File: config.mk
export PLATFORM = sky130hd
export DESIGN_NAME = noc_port_requester
export DESIGN_NICKNAME = d
export VERILOG_FILES = /design/src/rtl/noc_port_requester.sv
export SDC_FILE = /design/constraint.sdc
export NUM_CORES = 1
export LEC_CHECK = 0
export CAP_MARGIN = 10
export CORE_MARGIN = 8
export CORE_UTILIZATION = 30
export DETAILED_ROUTE_END_ITERATION = 12
export GPL_TIMING_DRIVEN = 0
export HOLD_SLACK_MARGIN = 0.06
export PLACE_DENSITY = 0.63
export SYNTH_ARGS = -nofsm -noshare
export SYNTH_HDL_FRONTEND = slang
export SYNTH_SLANG_ARGS = --single-unit
File: constraint.sdc
create_clock -name clk -period 2.1 [get_ports clk]
set_clock_uncertainty 0.1 [all_clocks]
set_input_delay 0.525 -clock clk [delete_from_list [all_inputs] [get_ports clk]]
set_output_delay 0.525 -clock clk [all_outputs]
set_load 0.03 [all_outputs]
File: src/rtl/noc_port_requester.sv
// ---------------------------------------------------------------------------
// noc_port_requester
//
// Purpose:
//   Request generator for one input port of a 5-port (L/N/E/W/S) NoC router.
//   It watches the port input buffer and decodes the header flit. It then
//   holds a request to the arbiter for the whole packet. Flits are forwarded
//   to the crossbar only while the arbiter grants this port. If the arbiter
//   revokes the grant (timeout or preemption), the port re-arbitrates and
//   resumes the packet from the next flit.
//
// Parameters:
//   DATA_W  flit payload width
//   LEN_W   header length field width (must be smaller than DATA_W)
//
// Ports:
//   clk          clock
//   rst          synchronous active-high reset
//   in_valid     input buffer holds a flit
//   in_flit      flit data; a header carries the packet length in [LEN_W-1:0]
//   in_flit_id   flit type: 001 header, 010 body, 100 tail
//   in_ready     flit is popped from the buffer this cycle
//   grant        arbiter grant for this port (registered in the arbiter)
//   req          request to the arbiter (registered)
//   flit_id      flit type presented to the arbiter timer (registered)
//   length       latched header length for the arbiter timer (registered)
//   out_valid    flit forwarded to the crossbar this cycle
//   out_flit     forwarded flit data
//   out_flit_id  forwarded flit type
//   err_drop     one-cycle pulse: a non-header flit was discarded while idle
//   err_len      one-cycle pulse: the tail count disagrees with the header
//                length, or an extra header appeared mid-packet
// ---------------------------------------------------------------------------
module noc_port_requester #(
   parameter int DATA_W = 32,
   parameter int LEN_W  = 12
) (
   input  logic              clk,
   input  logic              rst,
   input  logic              in_valid,
   input  logic [DATA_W-1:0] in_flit,
   input  logic [2:0]        in_flit_id,
   output logic              in_ready,
   input  logic              grant,
   output logic              req,
   output logic [2:0]        flit_id,
   output logic [LEN_W-1:0]  length,
   output logic              out_valid,
   output logic [DATA_W-1:0] out_flit,
   output logic [2:0]        out_flit_id,
   output logic              err_drop,
   output logic              err_len
);

   localparam logic [2:0] ID_NONE = 3'b000;
   localparam logic [2:0] ID_HEAD = 3'b001;
   localparam logic [2:0] ID_BODY = 3'b010;
   localparam logic [2:0] ID_TAIL = 3'b100;

   typedef enum logic [1:0] {
      IDLE = 2'd0,
      REQ  = 2'd1,
      SEND = 2'd2
   } state_t;

   state_t           state;
   logic [LEN_W-1:0] remaining;
   logic             hdr_sent;
   logic             is_header;
   logic             is_tail;
   logic             xfer;
   logic             drop;

   // Decode the incoming flit type. Any value other than the exact header code
   // (including non-one-hot codes) counts as a non-header.
   assign is_header = (in_flit_id == ID_HEAD);
   assign is_tail   = (in_flit_id == ID_TAIL);

   // A flit moves to the crossbar only while sending, granted and valid.
   // While idle, stray non-header flits are popped and discarded. The header
   // itself stays in the buffer until the grant arrives, so it becomes the
   // first flit on the link. Nothing is popped while reset is held.
   assign xfer        = (state == SEND) && in_valid && grant && !rst;
   assign drop        = (state == IDLE) && in_valid && !is_header && !rst;
   assign in_ready    = xfer || drop;
   assign out_valid   = xfer;
   assign out_flit    = in_flit;
   assign out_flit_id = in_flit_id;

   // Packet FSM with registered arbiter-side outputs.
   // - remaining counts flits still expected, including the header. A
   //   well-formed packet therefore accepts its tail with exactly one left.
   // - hdr_sent separates the packet's own header, which is the first flit
   //   sent, from a second header that shows up in the middle of a packet.
   //   That second header is forwarded as body and flagged.
   // - On grant loss, flit_id returns to the header code so that the arbiter
   //   timer reloads length when this port is granted again.
   always_ff @(posedge clk) begin
      if (rst) begin
         state     <= IDLE;
         req       <= 1'b0;
         flit_id   <= ID_NONE;
         length    <= '0;
         remaining <= '0;
         hdr_sent  <= 1'b0;
         err_drop  <= 1'b0;
         err_len   <= 1'b0;
      end else begin
         err_drop <= 1'b0;
         err_len  <= 1'b0;
         case (state)
            IDLE: begin
               if (in_valid) begin
                  if (is_header) begin
                     length    <= in_flit[LEN_W-1:0];
                     remaining <= in_flit[LEN_W-1:0];
                     hdr_sent  <= 1'b0;
                     req       <= 1'b1;
                     flit_id   <= ID_HEAD;
                     state     <= REQ;
                  end else begin
                     err_drop <= 1'b1;
                  end
               end
            end

            REQ: begin
               if (grant) begin
                  state <= SEND;
               end
            end

            SEND: begin
               if (xfer) begin
                  remaining <= (remaining != '0) ? remaining - LEN_W'(1) : '0;
                  hdr_sent  <= 1'b1;
                  if (is_tail) begin
                     flit_id <= ID_TAIL;
                     req     <= 1'b0;
                     err_len <= (remaining != LEN_W'(1));
                     state   <= IDLE;
                  end else if (is_header && hdr_sent) begin
                     flit_id <= ID_BODY;
                     err_len <= 1'b1;
                  end else begin
                     flit_id <= in_flit_id;
                  end
               end else if (!grant) begin
                  flit_id <= ID_HEAD;
                  state   <= REQ;
               end
            end

            default: begin
               state <= IDLE;
            end
         endcase
      end
   end

endmodule

==> out/qor.yml, run 1 <==
pwr:
  vdd_drop_max_v: 0.000246
  pwr_density_cell_nw_per_um2: 523
  total_power_mw: 1.55
  p_leak_nw: 1.19
clock_network:
  clock_path_buffers: 2
  cts-buffers-inserted: 5
  clkSinkCount: 33
  clock_latency_ps: 280
  cts_hold_buf: 0
  cts_tree: "yes"
  cts-root-buf: "clkbuf_8"
  htree_num_levels: 2
  clkTransAtPathRegs_ps: 70
worst_setup_path:
  criticalPathCategory: "flip-flop to output port"
  crit_path_end_kind: "output port"
  r2r-end: "remaining[0]$_SDFFE_PP0P_"
  cpPeakStageDelay_ps: 380
  start_kind: "flip-flop"
  critPathLaunch: "state[0]$_SDFFE_PP0P_"
  crit_chain: "and2b_2 > nand3_4 > inv_2 > or2_2 > buf_6"
  rr_startpoint: "remaining[10]$_SDFFE_PP0P_"
  worstPathRequired_ps: 1470
  crit_path_max_fanout: 6
  r2r_cells: 6
  ff2ff_setup_slack_ps: 0
  arrival_ps: 1510
  crit_slowest_cell: "dfxtp_2"
job:
  maxCapViolations: 0
logic_synthesis:
  yosys-top-cells-area: "dfxtp_1 (34%), buf_4 (14%), nand2_1 (6.4%)"
  yosys.cell_count.top_type: "buf_4"
  synth_top_area_share_pct: 34.0
  ys_warn_count: 0
  synthTopCellsByCount: "buf_4 (36), dfxtp_1 (33), nand2_1 (33)"
  synth_flop_cell: "dfxtp_1"
  ys_seq_area_share_pct: 34.0
  ys_async_sr_fraction_pct: 0
  yosys.cell_types.count: 44
  syn_avg_cell_area_um2: 7.90
  syn_inst: 246
  yosys.area.top_type: "dfxtp_1"
  synth_nets: 288
  netlist_area_um2: 1940
  synth_edf_count: 0
  ys_ff_latch: 33
die:
  die_y_um: 96.5
  rows: 29
  start_util_pct: 30.8
  ioPinCount: 94
  coreArea_um2: 6310
  dieArea_um2: 9310
  die_x_um: 96.5
min_path:
  hp-class: "flip-flop to flip-flop"
  whs_path_depth: 2
  holdPathEnd: "length[9]$_SDFFE_PP0P_"
  hold_start: "length[9]$_SDFFE_PP0P_"
sta:
  worstMarginPinSlew_ps: 523
  final-setup-viol-count: 2
  relSlewSlack_pct: 65.1
  finalHoldViolCount: 0
  fin_ws_ps: -31.5
  maxSlewViolCount: 0
  rsz0062_at_grt: "true"
  min_period_over_period_pct: 102
  timing.fmax_mhz: 469
  period_needed_ps: 2130
route:
  drt-wirelength-per-cell_um: 14.2
  drtAntennaViolNets: 0
  viasPerCell: 4.82
  drtPass1Iterations: 4
  totalWireLength_um: 5870
  drc_errors: 0
  drt-initial-drc-count: 108
  vias: 1984
status:
  status: "finished, violations left"
  violations: "setup timing"
global_route:
  grt_max_degree: 14
  first_global_vias: 1815
  grt_pass1_wl_um: 8860
  grt_antenna_before_repair: 0
  grt_usage_pct: 11.9
  grt_overflow: 0
placed_design:
  dp_hpwl_um: 4420
  io_buffers: 73
  placed_cell_area_um2: 2770
  gp_congestion: 0.806
  pre_cts_ws_ps: -1130
finish:
  synthToLayoutAreaGrowth_pct: 52.4
  postLayoutCellArea_um2: 2960
  drive_above_1_share_pct: 31.6
  final_nets: 377
  antennaDiodeCount: 0
-- what timing repair did --
item / 4_1_cts / 5_1_grt
buffers inserted: 5 / 4
endpoints found under the setup margin: 42 / 16
pin swaps: 2 / 6
gates resized for setup: 84 / 22
cloned: 2 / 0
-- state kept, by name (all words and copies together) (netlist names) --
register   flops
err_drop       1
state          2
remaining     12
length        12
err_len        1
hdr_sent       1
req            1
flit_id        3
-- final cells by class --
| type | count | area [um2] |
|---|---|---|
| flip-flops and latches | 33 | 669 |
| repair buffers | 84 | 777 |
| plain buffers | 44 | 317 |
| fillers | 643 | 3350 |
| well taps | 77 | 96.3 |
| inverters | 8 | 30.0 |
| clock buffers | 7 | 86.3 |
| multi-input cells | 159 | 988 |
-- layer usage --
layer,part of all wire [%],GRT usage (%),up-vias
met2,49,19.7,86
met3,9.3,2.40,7
li1,-,-,990
met5,0,0,-
met1,41,15.0,901
met4,1.3,3.78,0
-- kinds of logic after synthesis --
logic type / Yosys count / share of synthesized area (%)
AOI/OAI and AO/OA: 65 / 22.1
adders and majority gates: 3 / 1.93
buffers and inverters: 54 / 18.0
DFF: 33 / 34.0
and+or+nand+nor: 91 / 24.0
-- power breakdown --
part,internal [mW],switching [mW],total (mW)
combinational,0.192,0.223,0.414
sequential,0.641,0.0112,0.652
clock,0.260,0.223,0.483
total,1.09,0.457,1.55
-- placed cells by master (no fill, tap or decap), types with 3 or more instances in the layout --
cell type and count:
clkdlybuf4s50_1 48, buf_4 46, nand2_1 33, dfxtp_1 26, a21oi_1 24, nor2_1 17, o21ai_1 11, buf_2 7
nor3_1 7, a22oi_1 7, clkdlybuf4s15_2 7, dfxtp_2 7, clkbuf_1 6, clkbuf_8 6, o21ai_0 5, a31oi_1 5
dlygate4sd2_1 5, inv_2 4, inv_1 4, nand2b_1 4, or3b_4 3, buf_6 3, ha_1 3
-- worst max-delay path: cells and delay by family (launching register included) --
| family | cells | cell delay, ps |
|---|---|---|
| and+or+nand+nor | 3 | 640 |
| DFF | 1 | 380 |
| buffers and inverters | 2 | 200 |
-- worst max path at each step --
stage,end,slack (ps),cells after the start
global route,remaining[0]$_SDFFE_PP0P_,-90,6
detailed placement,in_ready,-1130,5
global placement,in_ready,-1130,5
floorplan,remaining[10]$_SDFFE_PP0P_,70,6
CTS,in_ready,-140,5
finish,in_ready,-30,5
-- per-stage QoR --
stage | utilization (%) | hold WS [ps] | setup TNS [ps] | std cells
6_report | 46.9 | 353 | -33.7 | 412
5_1_grt | 46.9 | 372 | -730 | 412
4_1_cts | 46.5 | 359 | -138 | 409
3_5_place_dp | 43.9 | 350 | -20450 | 396
3_3_place_gp | 43.9 | 343 | -19910 | 396
2_1_floorplan | - | 362 | 0 | 246
Power figures use the tool's default switching activity.
==> run 2: changes to the inputs <==
Settings changed: CORE_ASPECT_RATIO set to 1.75.
==> out/qor.yml, run 2 (same netlist as run 1, synthesis figures left out) <==
sta:
  maxSlewViolCount: 0  # unchanged
  hold-worst-slack_ps: 353  # -0.444 ps
  relSlewSlack_pct: 60.4  # -4.8 points
  timing.fmax_mhz: 464  # -1.0%
  finalHoldViolCount: 0  # unchanged
  worstMarginPinSlew_ps: 594  # +71.3 ps
  fin_ws_ps: -54.0  # -22.5 ps
  final-setup-viol-count: 4  # +2
  rsz0062_at_grt: "true"
  min_period_over_period_pct: 103  # +1.1 points
  period_needed_ps: 2150  # +22.5 ps
worst_setup_path:
  r2r-end: "remaining[0]$_SDFFE_PP0P_"
  crit_path_max_fanout: 8  # +2
  crit_path_end: "in_ready"
  critPathLaunch: "state[1]$_SDFFE_PP0P_"
  cp.depth: 4  # -1
  crit_chain: "or3b_4 > nor3_4 > or2_4 > buf_6"
  crit_slowest_cell: "or3b_4"
  criticalPathCategory: "flip-flop to output port"
  rr_startpoint: "remaining[8]$_SDFFE_PP0P_"
  crit_family: "simple AND/OR/NAND/NOR gates"
  crit_path_end_kind: "output port"
  arrival_ps: 1530  # +20 ps
  crit_buf_inv: 1  # -1
  worstPathRequired_ps: 1470  # about the same
  r2r_cells: 7  # +1
  start_kind: "flip-flop"
  cpPeakStageDelay_ps: 440  # +60 ps
  ff2ff_setup_slack_ps: -20  # -20 ps
global_route:
  grt_pass1_wl_um: 9980  # +13%
  first_global_vias: 2147  # +18%
  grt_overflow: 0  # unchanged
  grt_usage_pct: 13.2  # +1.3 points
  grt_antenna_before_repair: 0  # unchanged
  grt_max_degree: 14  # unchanged
pwr:
  pwr_density_cell_nw_per_um2: 614  # +17%
  vdd_drop_max_v: 0.000388  # +58%
  p_leak_nw: 1.27  # +6.9%
route:
  drtAntennaViolNets: 0  # unchanged
  viasPerCell: 4.96  # +3.0%
  drt-wirelength-per-cell_um: 15.4  # +8.3%
  drt-initial-drc-count: 125  # +16%
  totalWireLength_um: 6510  # +11%
  drc_errors: 0  # unchanged
  vias: 2094  # +5.5%
  drtPass1Iterations: 4  # unchanged
die:
  die_y_um: 123  # +27%
  dieArea_um2: 9410  # +1.1%
  start_util_pct: 30.4  # -0.38 points
  die_x_um: 76.9  # -20%
  coreArea_um2: 6390  # +1.2%
  rows: 39  # +34%
  ioPinCount: 94  # unchanged
finish:
  drive_above_1_share_pct: 35.0  # +3.4 points
  final_util_pct: 49.4  # +2.5 points
  nFillCells: 644  # +0.16%
  mostFrequentLayoutCell: "buf_4"
  reg_top3: "length: 12 flops, remaining: 12 flops, flit_id: 3 flops"
  synthToLayoutAreaGrowth_pct: 62.5
  antennaDiodeCount: 0  # unchanged
  final_nets: 381  # +1.1%
  final_cell_mix: "buf_4 (51), clkdlybuf4s50_1 (46), nand2_1 (33)"
  postLayoutCellArea_um2: 3160  # +6.6%
placed_design:
  placed_cell_area_um2: 2780  # +0.23%
  gp_congestion: 0.857  # +6.4%
  dp_hpwl_um: 4840  # +9.5%
  io_buffers: 73  # unchanged
status:
  violations: "setup timing"
  status: "finished, violations left"
clock_network:
  clkTransAtPathRegs_ps: 60  # about the same
  htree_num_levels: 2  # unchanged
  cts_hold_buf: 0  # unchanged
  clkSinkCount: 33  # unchanged
  clock_path_buffers: 2  # unchanged
  cts-root-buf: "clkbuf_16"
  clock_latency_ps: 280  # about the same
  cts-buffers-inserted: 5  # unchanged
  cts_tree: "yes"
min_path:
  hp-class: "flip-flop to flip-flop"
job:
  maxCapViolations: 0  # unchanged
-- run 2: how the worst min path moves through the flow --
stage                      startpoint  slack (ps)                      to  cells past startpoint
6_report       length[1]$_SDFFE_PP0P_         350  length[1]$_SDFFE_PP0P_                      2
5_1_grt        length[1]$_SDFFE_PP0P_         380  length[1]$_SDFFE_PP0P_                      2
4_1_cts        length[1]$_SDFFE_PP0P_         360  length[1]$_SDFFE_PP0P_                      2
3_5_place_dp   length[1]$_SDFFE_PP0P_         350  length[1]$_SDFFE_PP0P_                      2
3_3_place_gp   length[4]$_SDFFE_PP0P_         340  length[4]$_SDFFE_PP0P_                      2
2_1_floorplan   hdr_sent$_SDFFE_PP0P_         360   hdr_sent$_SDFFE_PP0P_                      2
-- run 2: worst reg2reg max path: stages (launching register included) --
cell and delay [ps]:
dfxtp_4 350, or4_4 550, o41ai_4 360, buf_4 190, buf_8 130, inv_6 40
a221oi_2 200, a211oi_1 60
-- run 2: metal layers --
metal  part of all wire [%]  GRT usage, %  vias to the layer above
met5                      0             0                        -
met4                    2.6          6.78                        0
met3                    9.8          6.38                       12
met1                     34          11.3                      983
li1                       -             -                     1003
met2                     53          24.6                       96
-- run 2: what timing repair did --
action	4_1_cts	5_1_grt
gates cloned	2	0
setup buffers	7	7
resized for setup	86	34
setup endpoints to repair	45	24
pin swaps	5	18
-- run 2: metrics by stage --
| step | TNS, ps | power, mW | instances | setup WS (ps) |
|---|---|---|---|---|
| floorplan | 0 | 0.911 | 246 | 68.6 |
| global placement | -20180 | 1.07 | 401 | -1220 |
| detailed placement | -20560 | 1.08 | 401 | -1190 |
| CTS | -170 | 1.94 | 417 | -170 |
| global route | -560 | 2.01 | 422 | -94.1 |
| finish | -102 | 1.94 | 422 | -54.0 |
-- run 2: cell type report --
type                            instances  area [um2]  share of cell area (%)
Clock buffer                            7         143                    4.51
Timing Repair Buffer                   89         830                    26.2
Multi-Input combinational cell        159        1030                    32.6
Buffer                                 43         317                    10.0
Tap cell                               82         103                    3.25
Clock inverter                          1        30.0                   0.950
Inverter                                8        35.0                    1.11
Sequential cell                        33         673                    21.3
-- run 2: report_power, final --
| group | internal (mW) | switching [mW] | leakage [nW] |
|---|---|---|---|
| combinational | 0.198 | 0.232 | 0.917 |
| clock | 0.592 | 0.266 | 0.0841 |
| sequential | 0.640 | 0.0120 | 0.271 |
| total | 1.43 | 0.510 | 1.27 |
==> run 3: changes to the inputs <==
Settings changed: CTS_CLUSTER_SIZE set to 12.
==> results of run 3 <==
Final layout, timing and power as in run 2 (identical DEF).
